===== src/rtl/c17_bist_ctrl.sv =====
// BIST controller for the ISCAS-85 C17 circuit: a 5-bit LFSR drives the
// circuit inputs and an 8-bit MISR compacts its responses into a signature.
module c17_bist_ctrl #(
    parameter int PAT_COUNT = 31
) (
    input  logic       clk,
    input  logic       rst,
    input  logic       start,
    input  logic [7:0] golden,
    output logic [4:0] cut_in,
    input  logic [1:0] cut_out,
    output logic       busy,
    output logic       done,
    output logic       pass,
    output logic [7:0] signature
);

    typedef enum logic [1:0] {
        S_IDLE = 2'd0,
        S_RUN  = 2'd1,
        S_CMP  = 2'd2
    } state_t;

    localparam logic [4:0] LFSR_SEED = 5'b00001;
    localparam logic [7:0] MISR_POLY = 8'h1D;
    localparam logic [4:0] CNT_LAST  = 5'(PAT_COUNT - 1);

    state_t     r_state;
    logic [4:0] r_lfsr;
    logic [7:0] r_misr;
    logic [4:0] r_cnt;
    logic       r_busy;
    logic       r_done;
    logic       r_pass;
    logic       w_run;

    // Fibonacci LFSR for x^5 + x^3 + 1
    function automatic logic [4:0] lfsr_next(input logic [4:0] l);
        return {l[3:0], l[4] ^ l[2]};
    endfunction

    function automatic logic [7:0] misr_next(input logic [7:0] m, input logic [1:0] d);
        return {m[6:0], 1'b0} ^ (m[7] ? MISR_POLY : 8'h00) ^ {6'b0, d};
    endfunction

    always_ff @(posedge clk) begin
        if (rst) begin
            r_state <= S_IDLE;
            r_lfsr  <= LFSR_SEED;
            r_misr  <= 8'h00;
            r_cnt   <= 5'd0;
            r_busy  <= 1'b0;
            r_done  <= 1'b0;
            r_pass  <= 1'b0;
        end else begin
            case (r_state)
                S_IDLE: begin
                    if (start) begin
                        r_state <= S_RUN;
                        r_lfsr  <= LFSR_SEED;
                        r_misr  <= 8'h00;
                        r_cnt   <= 5'd0;
                        r_pass  <= 1'b0;
                        r_busy  <= 1'b1;
                    end
                end
                S_RUN: begin
                    r_lfsr <= lfsr_next(r_lfsr);
                    r_misr <= misr_next(r_misr, cut_out);
                    r_cnt  <= r_cnt + 5'd1;
                    if (r_cnt == CNT_LAST) begin
                        r_state <= S_CMP;
                        r_done  <= 1'b1;
                    end
                end
                S_CMP: begin
                    // signature is frozen here; the compare result persists in IDLE
                    r_pass  <= (r_misr == golden);
                    r_done  <= 1'b0;
                    r_busy  <= 1'b0;
                    r_state <= S_IDLE;
                end
                default: begin
                    r_state <= S_IDLE;
                    r_done  <= 1'b0;
                    r_busy  <= 1'b0;
                end
            endcase
        end
    end

    assign w_run     = (r_state == S_RUN);
    assign cut_in    = w_run ? r_lfsr : 5'b00000;
    assign busy      = r_busy;
    assign done      = r_done;
    assign pass      = r_pass;
    assign signature = r_misr;

endmodule

===== config.mk =====
export PLATFORM = sky130hd
export DESIGN_NAME = c17_bist_ctrl
export DESIGN_NICKNAME = d
export VERILOG_FILES = /design/src/rtl/c17_bist_ctrl.sv
export SDC_FILE = /design/constraint.sdc
export NUM_CORES = 1
export LEC_CHECK = 0
export BUFFER_PORTS_ARGS = -buffer_cell sky130_fd_sc_hd__buf_2
export CAP_MARGIN = 0
export CORE_ASPECT_RATIO = 1.1
export CORE_MARGIN = 4
export CORE_UTILIZATION = 46
export DETAILED_ROUTE_END_ITERATION = 12
export PLACE_DENSITY = 0.76
export SYNTH_ARGS = -nofsm -noshare
export SYNTH_HDL_FRONTEND = slang
export SYNTH_SLANG_ARGS = --single-unit

===== constraint.sdc =====
create_clock -name clk -period 1.1 [get_ports clk]
set_input_delay 0.055 -clock clk [delete_from_list [all_inputs] [get_ports clk]]
set_output_delay 0.055 -clock clk [all_outputs]
set_load 0.1 [all_outputs]

==> flow_metrics.py, run 1 <==
metrics = {
    "timing": {
        "final_max_slew_viol_count": 0,
        "timing.setup.tns_ps": -3370,
        "timing.max_slew.rel_slack": 0.681,
        "finalSetupViolCount": 24,
        "timing.final.crit_period_ps": 1330,
        "worst_hold_slack_ps": 62.5,
        "achievable-frequency_ghz": 0.752,
        "rsz0062_at_grt": "true",
        "final_clock_period_utilization_by_the_worst_path": 1.21,
        "final_hold_viol_count": 0,
        "layout_setup_ws_ps": -229,
        "clock_skew_ps": 2.96,
        "tightestPinTransition_ps": 478,
    },
    "power": {
        "total_leakage_power_nw": 0.733,
        "finalPower_w": 0.00174,
        "pwr_density_cell_nw_per_um2": 922,
        "power_switching_share": 0.321,
        "switchingPower_w": 0.000557,
        "ir_drop_worst_vdd_mv": 0.868,
        "cell_internal_pwr_w": 0.00118,
        "power.share.clock": 0.240,
        "fraction_of_power_consumed_by_sequential_logic": 0.497,
        "comb_power_share": 0.264,
    },
    "final_layout": {
        "drive_above_1_share": 0.624,
        "number_of_nets_in_the_layout": 181,
        "count_of_antenna_diodes_in_the_layout": 0,
        "share_of_the_core_filled_with_cells_in_the_final_layout": 0.838,
        "syn2layout_area_growth_pct": 71.9,
    },
    "critical_path": {
        "critPathCaptureType": "primary output",
        "setup.worst_path.class": "flop to primary output",
        "cp-start-kind": "flop",
        "cp.required_ps": 1040,
        "critical_path_fanouts_max": 6,
        "arrival_ps": 1270,
    },
    "synth": {
        "synth_top_flop_cell": "dfxtp_1",
        "synth-seq-cells": 23,
        "syn_area_per_cell_um2": 9.14,
        "synth.area.mux_share": 0,
        "syn_nets": 135,
        "synth_top_cells_by_count": "dfxtp_1, nor2_1, a22oi_1, xnor2_1, xor2_1",
        "synth_top_family_by_area": "simple AND/OR/NAND/NOR gates",
        "synth.yosys.seq_area_share": 0.420,
        "yosys.cell_count.top_type": "dfxtp_1",
        "synth-adder-area-share": 0.0228,
        "synth-edff-count": 0,
        "async_flop_share": 0,
        "post_synth_xor_area_fraction": 0.112,
        "synthesis.instances": 120,
        "yosysWarningCount": 0,
        "synth_area_um2": 1100,
        "post-synth-top-area-cell": "dfxtp_1",
        "synth.lib_cells_used.distinct": 31,
        "yosysTopAreaCellShare": 0.420,
        "synth_simple_gate_area_share": 0.193,
        "largest_cells_by_area_after_synthesis": "dfxtp_1, a22oi_1, xnor2_1, nor2_1, buf_6",
        "synth_compound_area_frac": 0.182,
    },
    "clock_network": {
        "numCtsBuffers": 3,
        "clock_tree_from_tritoncts": "built",
        "clockBufferDepth": 2,
        "hold_buffers": 0,
        "ctsRootBufferMaster": "clkbuf_4",
        "clock_tree.htree_level_count": 1,
        "worst_skew_pair.late_latency_ps": 320,
        "clock_sinks": 23,
        "clk_pin_slew_ps": 130,
    },
    "global_routing": {
        "grt_first_pass_wirelength_um": 5380,
        "first_global_vias": 1091,
        "grt.total_usage": 0.233,
        "grt_start_max_net_pins": 24,
        "aggregate_global_routing_overflow": 0,
        "grt_antenna_before_repair": 0,
    },
    "outcome": {
        "failed_checks": "setup timing",
        "outcome": "finished, violations left",
    },
    "drt": {
        "dr.pass1.iters": 4,
        "met2_wirelength_from_detailed_routing_um": 1760,
        "drt-vias-per-instance": 5.47,
        "total_drc_errors_in_the_routed_layout": 0,
        "dr.first_iter.drc_count": 31,
        "met3RoutedLength_um": 169,
        "drt-met1-wl_um": 1410,
        "ant_nets": 0,
        "drt-total-wl_um": 3520,
        "routed_wire_length_per_instance_um": 18.1,
        "routed.top_layer": "met4",
        "detailroute.via_count": 1066,
    },
    "placement": {
        "port-buffer-count": 28,
        "gp_congestion": 0.777,
        "dpl.hpwl_um": 1820,
        "dp_worst_setup_slack_ps": -64.6,
    },
    "die": {
        "chipHeight_um": 59.2,
        "initial_utilization": 0.487,
        "top_level_ports": 29,
        "core.rowCount": 18,
        "die_area_um2": 3230,
        "die_width_um": 54.6,
        "core_um2": 2250,
    },
    "worst_hold_path": {
        "min-delay-path-class": "primary input to flop",
    },
    "run": {
        "maxCapViolations": 0,
    },
}
## metal layers
metal / GRT usage / up-vias
li1: - / 501
met1: 0.290 / 506
met2: 0.383 / 43
met3: 0.0353 / 16
met4: 0.117 / 0
met5: 0 / -
## cell usage in the layout, fill, tap and decap left out, types with 3 or more instances in the layout
master / n
a22oi_2: 12
and2_4: 4
buf_12: 17
buf_2: 12
buf_4: 13
buf_6: 5
clkbuf_4: 3
dfxtp_1: 7
dfxtp_2: 5
dfxtp_4: 11
inv_1: 3
nand3_1: 4
nor2_1: 15
nor2_2: 3
xnor2_1: 9
xor2_1: 5
## through the flow
stage | cell area [µm²] | std cells
3_3_place_gp | 1590 | 179
2_1_floorplan | 1170 | 120
3_5_place_dp | 1590 | 179
5_1_grt | 1890 | 195
4_1_cts | 1770 | 190
6_report | 1890 | 195
## cell families after synthesis
| logic type | count (synthesis) |
|---|---|
| xor gates and xnor gates | 14 |
| buffers and inverters | 12 |
| adders and majority gates | 2 |
| AOI/OAI and AO/OA | 27 |
| and+or+nand+nor | 42 |
| DFF | 23 |
## flip-flops by register name, indices dropped and copies added (netlist names)
| signal | flops |
|---|---|
| r_cnt | 5 |
| signature | 8 |
| r_state | 2 |
| done | 1 |
| r_lfsr | 5 |
| pass | 1 |
| busy | 1 |
## cell type report
type	count	area (µm²)
well taps	30	37.5
repair buffers	49	584
inverters	4	17.5
clock inverters	1	5.00
clock buffers	3	22.5
fillers	106	365
flip-flops and latches	23	508
multi-input cells	85	712
## worst max-delay path: stages (launching register included)
cell and delay, ps:
dfxtp_4 380, nor2b_4 220, and2_4 190, buf_12 160
## worst paths after layout
check,start,cells past startpoint,slack (ps),to
worst max-delay path,r_state[0]$_SDFFE_PP0P_,3,-230,cut_in[3]
worst min-delay path,start,3,60,r_state[0]$_SDFFE_PP0P_
worst max register to register,r_state[0]$_SDFFE_PP0P_,5,-220,r_cnt[2]$_SDFFE_PP0P_
worst min register to register,done$_SDFFE_PP0P_,1,510,done$_SDFFE_PP0P_
## power groups by stage
| stage | logic [W] | registers [W] | clock network, W |
|---|---|---|---|
| finish | 0.000458 | 0.000864 | 0.000417 |
| global route | 0.000482 | 0.000867 | 0.000452 |
| CTS | 0.000392 | 0.000862 | 0.000417 |
| detailed placement | 0.000336 | 0.000885 | 0 |
| global placement | 0.000329 | 0.000882 | 0 |
| floorplan | 0.000176 | 0.000926 | 0 |
## what timing repair did
| action | CTS | global route |
|---|---|---|
| resized for setup | 26 | 23 |
| pin swaps | 17 | 16 |
| setup endpoints to repair | 21 | 27 |
| setup buffers | 7 | 6 |
| endpoints found under the hold margin | 0 | 0 |
Power figures use the tool's default switching activity.
==> run 2, diff against run 1 <==
--- a/config.mk
+++ b/config.mk
@@ -5,6 +5,7 @@
 export SDC_FILE = /design/constraint.sdc
 export NUM_CORES = 1
 export LEC_CHECK = 0
+export ABC_AREA = 1
 export BUFFER_PORTS_ARGS = -buffer_cell sky130_fd_sc_hd__buf_2
 export CAP_MARGIN = 0
 export CORE_ASPECT_RATIO = 1.1
==> run 2 against run 1 <==
The flow still finishes with violations (setup timing). Fmax fell by 5.8%. Clock power fell by 5.0%. Hold slack got worse by 8.0 ps. Synthesized area rose by 0.46%.
==> flow_metrics.py, run 2 <==
metrics = {
    "final_layout": {
        "syn2layout_area_growth_pct": 69.4,
        "layout.cells.most_common": "nand2_1",
        "seqCellArea_um2": 498,
        "number_of_flip_flops_in_the_largest_register": 8,
        "multi_input_area_um2": 643,
        "count_of_antenna_diodes_in_the_layout": 0,
        "final_cell_area_um2": 1870,
        "final_non_filler_cells": 229,
        "filler_cell_count": 141,
        "drive_above_1_share": 0.508,
        "most-common-layout-cells": "nand2_1, inv_1, buf_12",
        "number_of_nets_in_the_layout": 215,
    },
    "worst_hold_path": {
        "hold_start": "cut_out[0]",
        "holdPathStages": 3,
        "whs_endpoint": "signature[0]$_SDFFE_PP0P_",
        "min-delay-path-class": "primary input to flop",
    },
    "synth": {
        "synth.yosys.seq_area_share": 0.418,
        "post-synth-top-area-cell": "dfxtp_1",
        "synthesis.instances": 153,
        "synth_area_um2": 1100,
        "yosys.cell_count.top_type": "nand2_1",
        "synth-seq-cells": 23,
        "synth_top_cells_by_count": "nand2_1, inv_1, dfxtp_1, a21oi_1, nor2_1",
        "syn_nets": 168,
        "synth.lib_cells_used.distinct": 26,
        "syn_area_per_cell_um2": 7.20,
        "synth_top_flop_cell": "dfxtp_1",
        "yosysWarningCount": 0,
        "largest_cells_by_area_after_synthesis": "dfxtp_1, nand2_1, inv_1, a21oi_1, nor2_1",
        "synth-edff-count": 0,
        "yosysTopAreaCellShare": 0.418,
        "async_flop_share": 0,
    },
    "drt": {
        "detailroute.via_count": 1197,
        "drt-vias-per-instance": 5.23,
        "routed_wire_length_per_instance_um": 14.6,
        "ant_nets": 0,
        "dr.first_iter.drc_count": 26,
        "drt-total-wl_um": 3340,
        "total_drc_errors_in_the_routed_layout": 0,
        "dr.pass1.iters": 4,
    },
    "timing": {
        "rsz0062_at_grt": "true",
        "achievable-frequency_ghz": 0.709,
        "final_clock_period_utilization_by_the_worst_path": 1.28,
        "finalSetupViolCount": 28,
        "tightestPinTransition_ps": 275,
        "final_hold_viol_count": 0,
        "final_max_slew_viol_count": 0,
        "layout_setup_ws_ps": -311,
        "clock_skew_ps": 0.879,
        "timing.max_slew.rel_slack": 0.816,
        "timing.final.crit_period_ps": 1410,
    },
    "critical_path": {
        "arrival_ps": 1360,
        "cp-start-kind": "flop",
        "worst_r2r_end": "r_cnt[2]$_SDFFE_PP0P_",
        "rr_startpoint": "r_state[0]$_SDFFE_PP0P_",
        "critPathCaptureType": "primary output",
        "ff2ff_path_depth": 9,
        "cp.required_ps": 1040,
        "critical_path_fanouts_max": 4,
        "r2r_slack_ps": -300,
        "setup.worst_path.class": "flop to primary output",
    },
    "power": {
        "power_switching_share": 0.324,
        "switchingPower_w": 0.000556,
        "fraction_of_power_consumed_by_sequential_logic": 0.506,
        "power.share.clock": 0.231,
        "cell_internal_pwr_w": 0.00116,
        "ir_drop_worst_vdd_mv": 1.10,
        "comb_power_share": 0.263,
        "finalPower_w": 0.00172,
        "pwr_density_cell_nw_per_um2": 919,
        "total_leakage_power_nw": 0.823,
    },
    "global_routing": {
        "first_global_vias": 1163,
        "grt.total_usage": 0.214,
        "grt_antenna_before_repair": 0,
        "grt_first_pass_wirelength_um": 4950,
        "aggregate_global_routing_overflow": 0,
        "grt_start_max_net_pins": 15,
    },
    "placement": {
        "dpl.hpwl_um": 2080,
        "dp_worst_setup_slack_ps": -39.9,
        "total_cell_area_at_the_placement_stage_um2": 1600,
        "gp_congestion": 0.832,
        "port-buffer-count": 28,
        "placed_cells_incl_taps": 213,
    },
    "outcome": {
        "failed_checks": "setup timing",
        "outcome": "finished, violations left",
    },
    "clock_network": {
        "numCtsBuffers": 3,
        "clock_tree_from_tritoncts": "built",
        "clock_sinks": 23,
        "clock_tree.htree_level_count": 1,
        "clk_pin_slew_ps": 120,
        "worst_skew_pair.late_latency_ps": 320,
        "clockBufferDepth": 2,
        "ctsRootBufferMaster": "clkbuf_4",
    },
    "die": {
        "chipHeight_um": 59.3,
        "top_level_ports": 29,
        "die_area_um2": 3240,
        "initial_utilization": 0.485,
        "die_width_um": 54.7,
        "core_um2": 2270,
        "core.rowCount": 18,
    },
    "run": {
        "maxCapViolations": 0,
    },
}
-- run 2: metrics by stage --
stage,TNS [ps],hold slack (ps),util
3_3_place_gp,0,389,0.702
2_1_floorplan,-584,117,-
4_1_cts,-3280,57.7,0.777
5_1_grt,-6270,67.9,0.821
3_5_place_dp,-64.2,398,0.702
6_report,-4880,54.4,0.821
-- run 2: layer usage --
layer  vias up  GRT usage  wire (µm)
met1       556      0.241       1260
met2        45      0.360       1780
met5         -          0          0
met3        11     0.0378        178
li1        585          -          -
met4         0      0.132        125
-- run 2: how the worst max path moves through the flow --
stage / end / start
2_1_floorplan: r_lfsr[0]$_SDFFE_PP1P_ / r_state[0]$_SDFFE_PP0P_
3_3_place_gp: signature[5]$_SDFFE_PP0P_ / r_state[0]$_SDFFE_PP0P_
3_5_place_dp: done$_SDFFE_PP0P_ / r_cnt[0]$_SDFFE_PP0P_
4_1_cts: cut_in[3] / r_state[0]$_SDFFE_PP0P_
5_1_grt: r_cnt[2]$_SDFFE_PP0P_ / r_state[0]$_SDFFE_PP0P_
6_report: cut_in[0] / r_state[0]$_SDFFE_PP0P_
-- run 2: area by class of cell --
type | count | area share
Multi-Input combinational cell | 99 | 0.345
Timing Repair Buffer | 43 | 0.276
Clock buffer | 4 | 0.0141
Tap cell | 30 | 0.0201
Inverter | 29 | 0.0724
Timing Repair inverter | 1 | 0.00603
Sequential cell | 23 | 0.267
-- run 2: cells by family after synthesis --
kind of cell	share of synthesized area
buffers and inverters	0.117
XOR/XNOR	0.0238
adder cells (fa/ha/maj)	0.0227
AND/OR/NAND/NOR	0.233
flip-flops	0.418
AO/OA/AOI/OAI	0.186
-- run 2: timing repair --
| item | in CTS | in global routing |
|---|---|---|
| gates cloned | 0 | 1 |
| endpoints found under the setup margin | 12 | 28 |
| gates resized for setup | 21 | 21 |
| buffers inserted | 9 | 2 |
| pin swaps | 4 | 4 |
| hold buffers | 0 | 0 |
-- run 2: critical path, stage by stage (launching register included) --
cell and delay (ps):
dfxtp_2 360, inv_2 50, nor2_4 160, buf_6 160, nand2_4 60, clkinvlp_4 80
buf_12 160
-- run 2: power by group through the flow --
stage	combinational, W	sequential (W)	clock, W
6_report	0.000452	0.000869	0.000396
5_1_grt	0.000478	0.000872	0.000435
2_1_floorplan	0.000162	0.000927	0
3_5_place_dp	0.000333	0.000880	0
4_1_cts	0.000404	0.000865	0.000394
3_3_place_gp	0.000325	0.000879	0
